## config.mk

```make
export PLATFORM = sky130hd
export DESIGN_NAME = lamp_serializer
export DESIGN_NICKNAME = d
export VERILOG_FILES = /design/src/rtl/lamp_serializer.sv
export SDC_FILE = /design/constraint.sdc
export NUM_CORES = 1
export LEC_CHECK = 0
export BUFFER_PORTS_ARGS = -buffer_cell sky130_fd_sc_hd__buf_2
export CAP_MARGIN = 10
export CORE_MARGIN = 1.5
export CORE_UTILIZATION = 50
export DETAILED_ROUTE_END_ITERATION = 6
export HOLD_SLACK_MARGIN = 0.15
export PLACE_DENSITY = 0.72
export SLEW_MARGIN = 10
export SYNTH_ARGS = -nofsm -noshare
export SYNTH_HDL_FRONTEND = slang
export SYNTH_SLANG_ARGS = --single-unit
```

## constraint.sdc

```tcl
create_clock -name clk -period 1.95 [get_ports clk]
set_input_delay 0.195 -clock clk [delete_from_list [all_inputs] [get_ports clk]]
set_output_delay 0.195 -clock clk [all_outputs]
set_load 0.01 [all_outputs]
```

## src/rtl/lamp_serializer.sv

```systemverilog
// lamp_serializer: ships the flasher lamp vector to a daisy-chained
// 595-style LED driver over sclk/sdo/latch, resending only on change.
module lamp_serializer #(
  parameter int MAX_LP  = 16,
  parameter int CLK_DIV = 2
) (
  input  logic              clk,
  input  logic              rst,
  input  logic [MAX_LP-1:0] lamp,
  output logic              sclk,
  output logic              sdo,
  output logic              latch,
  output logic              busy
);

  localparam int DW = $clog2(2 * CLK_DIV);
  localparam int BW = (MAX_LP > 1) ? $clog2(MAX_LP) : 1;

  localparam logic [DW-1:0] DMAX  = DW'(2 * CLK_DIV - 1);
  localparam logic [DW-1:0] DHALF = DW'(CLK_DIV);
  localparam logic [DW-1:0] DLAST = DW'(CLK_DIV - 1);
  localparam logic [BW-1:0] BLAST = BW'(MAX_LP - 1);

  typedef enum logic [1:0] {
    IDLE,
    SHIFT,
    LATCH
  } state_t;

  state_t            state_q, state_d;
  logic [MAX_LP-1:0] shreg_q, shreg_d;
  logic [MAX_LP-1:0] sent_q, sent_d;
  logic              dirty_q, dirty_d;
  logic [DW-1:0]     div_q, div_d;
  logic [BW-1:0]     bit_q, bit_d;
  logic              sclk_q, sclk_d;
  logic              sdo_q, sdo_d;
  logic              latch_q, latch_d;
  logic              busy_q, busy_d;
  logic [DW-1:0]     div_nxt;

  always_ff @(posedge clk or posedge rst) begin
    if (rst) begin
      state_q <= IDLE;
      shreg_q <= '0;
      sent_q  <= '0;
      dirty_q <= 1'b1;
      div_q   <= '0;
      bit_q   <= '0;
      sclk_q  <= 1'b0;
      sdo_q   <= 1'b0;
      latch_q <= 1'b0;
      busy_q  <= 1'b0;
    end else begin
      state_q <= state_d;
      shreg_q <= shreg_d;
      sent_q  <= sent_d;
      dirty_q <= dirty_d;
      div_q   <= div_d;
      bit_q   <= bit_d;
      sclk_q  <= sclk_d;
      sdo_q   <= sdo_d;
      latch_q <= latch_d;
      busy_q  <= busy_d;
    end
  end

  always_comb begin
    state_d = state_q;
    shreg_d = shreg_q;
    sent_d  = sent_q;
    dirty_d = dirty_q;
    div_d   = div_q;
    bit_d   = bit_q;
    sclk_d  = sclk_q;
    sdo_d   = sdo_q;
    latch_d = latch_q;
    busy_d  = busy_q;
    div_nxt = (div_q == DMAX) ? '0 : div_q + DW'(1);
    unique case (state_q)
      IDLE: begin
        if (dirty_q || (lamp != sent_q)) begin
          shreg_d = lamp;
          sent_d  = lamp;
          dirty_d = 1'b0;
          sdo_d   = lamp[MAX_LP-1];
          sclk_d  = 1'b0;
          busy_d  = 1'b1;
          div_d   = '0;
          bit_d   = '0;
          state_d = SHIFT;
        end
      end
      SHIFT: begin
        div_d  = div_nxt;
        // sclk rises mid-bit so sdo has CLK_DIV cycles of setup and hold
        sclk_d = (div_nxt >= DHALF);
        if (div_q == DMAX) begin
          if (bit_q == BLAST) begin
            sdo_d   = 1'b0;
            latch_d = 1'b1;
            div_d   = '0;
            state_d = LATCH;
          end else begin
            shreg_d = {shreg_q[MAX_LP-2:0], 1'b0};
            sdo_d   = shreg_q[MAX_LP-2];
            bit_d   = bit_q + BW'(1);
          end
        end
      end
      LATCH: begin
        if (div_q == DLAST) begin
          latch_d = 1'b0;
          busy_d  = 1'b0;
          div_d   = '0;
          state_d = IDLE;
        end else begin
          div_d = div_q + DW'(1);
        end
      end
      default: state_d = IDLE;
    endcase
  end

  assign sclk  = sclk_q;
  assign sdo   = sdo_q;
  assign latch = latch_q;
  assign busy  = busy_q;

endmodule

```

==> results of run 1 <==
logic make-up after synthesis:
family / Yosys count / synth area share
compound gates: 29 / 0.0857
xor+xnor: 13 / 0.0470
fa+ha+maj: 8 / 0.0413
buf+inv: 21 / 0.0522
flops: 44 / 0.455
mux: 49 / 0.236
simple gates: 39 / 0.0826
flip-flops by register name, summed over array words and instances (netlist names):
name     flops
sent_q      16
shreg_q     15
bit_q        4
div_q        2
state_q      2
busy         1
dirty_q      1
latch        1
sclk         1
sdo          1
cells in the final DEF, fill, tap and decap left out, types with 2 or more instances in the layout:
cell type / instances
nor2_1: 4
mux2_4: 9
clkbuf_8: 6
buf_2: 21
mux2i_1: 5
nand4_1: 2
nor4_2: 2
o211ai_1: 2
nand2_1: 12
or3_1: 2
a21oi_1: 9
o21ai_0: 5
buf_4: 16
ha_1: 6
nor2b_1: 6
a221o_1: 2
mux2_2: 35
nand3_1: 3
buf_6: 4
xor2_1: 13
o2bb2ai_1: 2
dfrtp_1: 43
nor3_1: 3
inv_1: 11
critical path: cells and delay by family (launching register included):
family / cells / cell delay (ps)
compound gates: 2 / 630
flops: 1 / 410
mux: 1 / 350
simple gates: 1 / 230
buf+inv: 1 / 190
cells in the mapped netlist (2+ instances only):
cell | n | area share
buf_4 | 2 | 0.0062
xor2_1 | 13 | 0.047
buf_6 | 2 | 0.0093
nor3_1 | 3 | 0.0062
inv_1 | 13 | 0.020
nand3_1 | 4 | 0.0083
a221o_1 | 2 | 0.0083
clkbuf_1 | 2 | 0.0031
nand2_1 | 12 | 0.019
o211ai_1 | 2 | 0.0062
dfrtp_1 | 43 | 0.44
o21ai_0 | 6 | 0.012
nor4_1 | 2 | 0.0052
nor2_1 | 4 | 0.0062
mux2i_1 | 5 | 0.021
mux2_2 | 37 | 0.17
or3_1 | 2 | 0.0052
o21bai_1 | 2 | 0.0062
nand4_1 | 2 | 0.0052
ha_1 | 8 | 0.041
o2bb2ai_1 | 2 | 0.0072
a21oi_1 | 9 | 0.019
mux2_4 | 7 | 0.043
nor2b_1 | 6 | 0.015
metal layers:
| layer | GRT usage | share of wire |
|---|---|---|
| met2 | 0.290 | 0.48 |
| met3 | 0.0290 | 0.029 |
| met1 | 0.259 | 0.48 |
| met4 | 0.0692 | 0.014 |
| met5 | 0 | 0 |
timing repair:
action / 4_1_cts / 5_1_grt
buffers inserted: 2 / 2
endpoints found under the hold margin: 43 / 0
endpoints found under the setup margin: 2 / 33
pin swaps: 2 / 9
gates resized for setup: 2 / 11
hold buffers: 1 / 0
cell type report:
cell class                 instances  area [um2]
multi-input combinational        138        1260
tap                               54        67.6
timing repair buffer              43         300
inverter                          13        48.8
fill                             383        1820
sequential                        44        1100
clock buffer                       7        86.3
clock inverter                     1        7.51
power by group:
group / internal, mW / total, mW / leakage, nW / switching, mW
Clock: 0.288 / 0.588 / 0.0445 / 0.300
Combinational: 1.35 / 2.38 / 0.722 / 1.03
Sequential: 1.36 / 1.64 / 0.526 / 0.288
Total: 2.99 / 4.61 / 1.29 / 1.62
worst min-delay path by stage:
| stage | to |
|---|---|
| global route | sent_q[14] |
| floorplan | sent_q[0] |
| CTS | sent_q[11] |
| finish | sent_q[7] |
| detailed placement | sent_q[15] |
| global placement | sent_q[15] |
through the flow:
stage / std cells / utilization
after detailed placement: 287 / 0.574
after global placement: 287 / 0.574
after CTS: 298 / 0.600
final: 300 / 0.612
after floorplan: 203 / -
after global routing: 300 / 0.612
==> impl_metrics.json, run 1 <==
{
  "period_minus_slack_ps": 1920,
  "maxCapViolations": 0,
  "timing.rr.start": "sent_q[0]",
  "dp_hpwl_mm": 3.35,
  "totalWireLength_mm": 4.68,
  "pin_count": 22,
  "rows": 25,
  "tns_ps": 0,
  "rsz0062_at_grt": "yes",
  "drt_iter0_drc": 91,
  "dieArea_um2": 5270,
  "arrival_ps": 2110,
  "core_area_um2": 4690,
  "cts-buffers-inserted": 5,
  "worstHoldStart": "lamp[7]",
  "cts.sink_count": 44,
  "hold_depth": 2,
  "ys.flop_type": "dfrtp_1",
  "postSynthAreaPerCell_um2": 11.9,
  "power_density_nw_per_um2": 1610,
  "cts_tree": "built",
  "ant_nets": 0,
  "synth_cells": 203,
  "hold_ws_ps": 177,
  "timing.rr.end": "shreg_q[8]",
  "gp_congestion": 0.819,
  "setup.worst_path.end": "shreg_q[8]",
  "fp.dieH_um": 72.6,
  "clockBufferDepth": 2,
  "power_leakage_nw": 1.29,
  "syn_nets": 229,
  "finalNetCount": 271,
  "reg2reg_slack_ps": 30,
  "start_util": 0.516,
  "synth_cell_type_count": 37,
  "relSlewSlack": 0.751,
  "crit_chain": "a222oi_1 -> nand4_1 -> o21bai_2 -> buf_6 -> mux2_2",
  "drt-wirelength-per-cell_um": 15.6,
  "fin_ws_ps": 26.6,
  "syn_to_final_growth_pct": 18.5,
  "insertion_delay_ps": 290,
  "finalMaxSlewViolations": 0,
  "finalHoldViolCount": 0,
  "ys_ff_latch": 44,
  "grt_pass1_vias": 1554,
  "fin_skew_ps": 3.89,
  "diodes": 0,
  "synth-async-reset-ratio": 1.00,
  "yosysWarnings": 0,
  "fin_area_um2": 2870,
  "ir_drop_uv": 606,
  "synth_area_um2": 2420,
  "clkSlewWorstSetupHoldPaths_ps": 80,
  "grt.total_usage": 0.185,
  "cp.required_ps": 2130,
  "seq_area_frac_synth": 0.455,
  "max_freq_mhz": 520,
  "grt_pass1_wl_mm": 7.47,
  "worstMarginPinSlew_ps": 373,
  "port_buffers": 21,
  "r2r_cells": 5,
  "htreeDepth": 2,
  "setup.worst_path.end_class": "flip-flop",
  "antenna_found_initial": 0,
  "cp_slowest_cell": "dfrtp_1",
  "hold_path.class": "primary input to flip-flop",
  "place_ws_ps": -16.7,
  "firstDrtPassIters": 4,
  "start_kind": "flip-flop",
  "p_total_mw": 4.61,
  "outcome": "finished clean",
  "cpPeakStageDelay_ps": 410,
  "synth_enable_flop_cells": 0,
  "setup_viol": 0,
  "cp_max_fo": 11,
  "die_w_um": 72.6,
  "critPathLaunch": "sent_q[0]",
  "placed_area_um2": 2690,
  "critical_path_class": "flip-flop to flip-flop",
  "fin_crit_sh": 0.986,
  "gr-total-overflow": 0,
  "root_buffer": "clkbuf_8",
  "grt_max_degree": 45,
  "route.detailed.drc": 0,
  "avgViaCountPerCell": 5.51,
  "vias": 1652,
  "drive_above_1_share": 0.435
}
Power figures use the tool's default switching activity.
==> inputs of run 2 (changes only) <==
--- a/config.mk
+++ b/config.mk
@@ -7,11 +7,11 @@
 export LEC_CHECK = 0
 export BUFFER_PORTS_ARGS = -buffer_cell sky130_fd_sc_hd__buf_2
 export CAP_MARGIN = 10
-export CORE_MARGIN = 1.5
-export CORE_UTILIZATION = 50
+export CORE_MARGIN = 1
+export CORE_UTILIZATION = 52
 export DETAILED_ROUTE_END_ITERATION = 6
 export HOLD_SLACK_MARGIN = 0.15
-export PLACE_DENSITY = 0.72
+export PLACE_DENSITY = 0.74
 export SLEW_MARGIN = 10
 export SYNTH_ARGS = -nofsm -noshare
 export SYNTH_HDL_FRONTEND = slang
==> impl_metrics.json, run 2 (same netlist as run 1, synthesis figures left out) <==
{
  "arrival_ps": 2050,
  "insertion_delay_ps": 300,
  "port_buffers": 21,
  "drive_above_1_share": 0.443,
  "fp.dieH_um": 70.3,
  "grt_max_degree": 27,
  "period_minus_slack_ps": 1870,
  "rows": 24,
  "syn_to_final_growth_pct": 20.2,
  "start_util": 0.549,
  "cts.sink_count": 44,
  "cp_max_fo": 10,
  "fin_skew_ps": 8.30,
  "critical_path_class": "flip-flop to flip-flop",
  "dieArea_um2": 4940,
  "grt.total_usage": 0.202,
  "setup.worst_path.end_class": "flip-flop",
  "top_regs": "sent_q (16), shreg_q (15), bit_q (4)",
  "largest_register": "sent_q",
  "cts-buffers-inserted": 5,
  "core_area_um2": 4410,
  "largest_reg_flops": 16,
  "start_kind": "flip-flop",
  "htreeDepth": 2,
  "root_buffer": "clkbuf_8",
  "firstDrtPassIters": 4,
  "switchingPower_mw": 1.63,
  "power_leakage_nw": 1.31,
  "maxCapViolations": 0,
  "relSlewSlack": 0.516,
  "avgViaCountPerCell": 5.42,
  "hold_ws_ps": 168,
  "combPwrFrac": 0.521,
  "tns_ps": 0,
  "gr-total-overflow": 0,
  "ir_drop_uv": 753,
  "dp_hpwl_mm": 3.37,
  "fin_crit_sh": 0.960,
  "max_freq_mhz": 534,
  "clockBufferDepth": 2,
  "gp_congestion": 0.870,
  "cts_tree": "built",
  "finalMaxSlewViolations": 0,
  "grt_pass1_wl_mm": 7.73,
  "clkSlewWorstSetupHoldPaths_ps": 80,
  "diodes": 0,
  "finalHoldViolCount": 0,
  "setup_viol": 0,
  "pwr-share-clk": 0.130,
  "worstMarginPinSlew_ps": 721,
  "hold_path.class": "primary input to flip-flop",
  "route.detailed.drc": 0,
  "power_density_nw_per_um2": 1620,
  "grt_pass1_vias": 1583,
  "final_cell_mix": "dfrtp_1 (43), mux2_2 (35), buf_2 (21), buf_4 (17)",
  "fin_area_um2": 2910,
  "cp.required_ps": 2130,
  "drt-wirelength-per-cell_um": 15.4,
  "totalWireLength_mm": 4.60,
  "finalNetCount": 272,
  "layout_commonest_cell": "dfrtp_1",
  "ant_nets": 0,
  "vias": 1616,
  "drt_iter0_drc": 100,
  "antenna_found_initial": 0,
  "outcome": "finished clean",
  "die_w_um": 70.3,
  "internal_power_mw": 3.09,
  "placed_area_um2": 2710,
  "seqPwrFrac": 0.349,
  "pin_count": 22,
  "rsz0062_at_grt": "yes",
  "switching_share": 0.345
}
-- run 2: final cells by class --
| class | count | area (um2) |
|---|---|---|
| fill | 332 | 1500 |
| timing repair buffer | 44 | 325 |
| multi-input combinational | 138 | 1270 |
| sequential | 44 | 1100 |
| tap | 52 | 65.1 |
| clock buffer | 7 | 96.3 |
| inverter | 13 | 48.8 |
-- run 2: metrics by stage --
stage | std cells | total power [mW] | worst slack [ps] | util
6_report | 298 | 4.71 | 77.6 | 0.660
5_1_grt | 298 | 5.05 | -31.5 | 0.660
4_1_cts | 292 | 4.60 | -32.9 | 0.637
3_5_place_dp | 284 | 3.98 | -35.3 | 0.613
3_3_place_gp | 284 | 3.90 | 34.8 | 0.613
2_1_floorplan | 203 | 3.40 | 11.6 | -
-- run 2: path summary, 6_finish.rpt --
kind / startpoint / to / slack, ps / cells after the start
min in group asynchronous: rst / bit_q[3] / 470 / 3
min: lamp[7] / sent_q[7] / 170 / 2
max in group asynchronous: rst / dirty_q / 880 / 4
min reg2reg: shreg_q[10] / shreg_q[10] / 510 / 1
max: state_q[0] / shreg_q[10] / 80 / 7
max reg2reg: state_q[0] / shreg_q[10] / 80 / 7
-- run 2: worst max-delay path, cell delays in order, from the launching register on --
cell,delay [ps]
dfrtp_1,420
inv_1,80
ha_2,220
and2b_2,220
a31oi_4,150
o21bai_4,170
buf_12,160
mux2_2,330
-- run 2: repair_timing --
action / 4_1_cts / 5_1_grt
endpoints found under the hold margin: 18 / 0
pin swaps: 0 / 11
hold buffers: 1 / 0
gates resized for setup: 0 / 12
endpoints found under the setup margin: 11 / 32
buffers inserted: 0 / 6
-- run 2: power groups by stage --
stage	Combinational (mW)	Clock, mW	Sequential, mW
after detailed placement	2.32	0	1.65
after CTS	2.33	0.634	1.64
after global placement	2.26	0	1.64
final	2.46	0.612	1.65
after global routing	2.70	0.658	1.70
after floorplan	1.80	0	1.60
-- run 2: per-layer routing --
metal | GRT usage | share of wire | vias to the layer above
met5 | 0 | 0 | -
met4 | 0.0733 | 0.014 | 0
met3 | 0.0390 | 0.031 | 7
met2 | 0.288 | 0.44 | 31
met1 | 0.305 | 0.51 | 785
li1 | - | - | 793
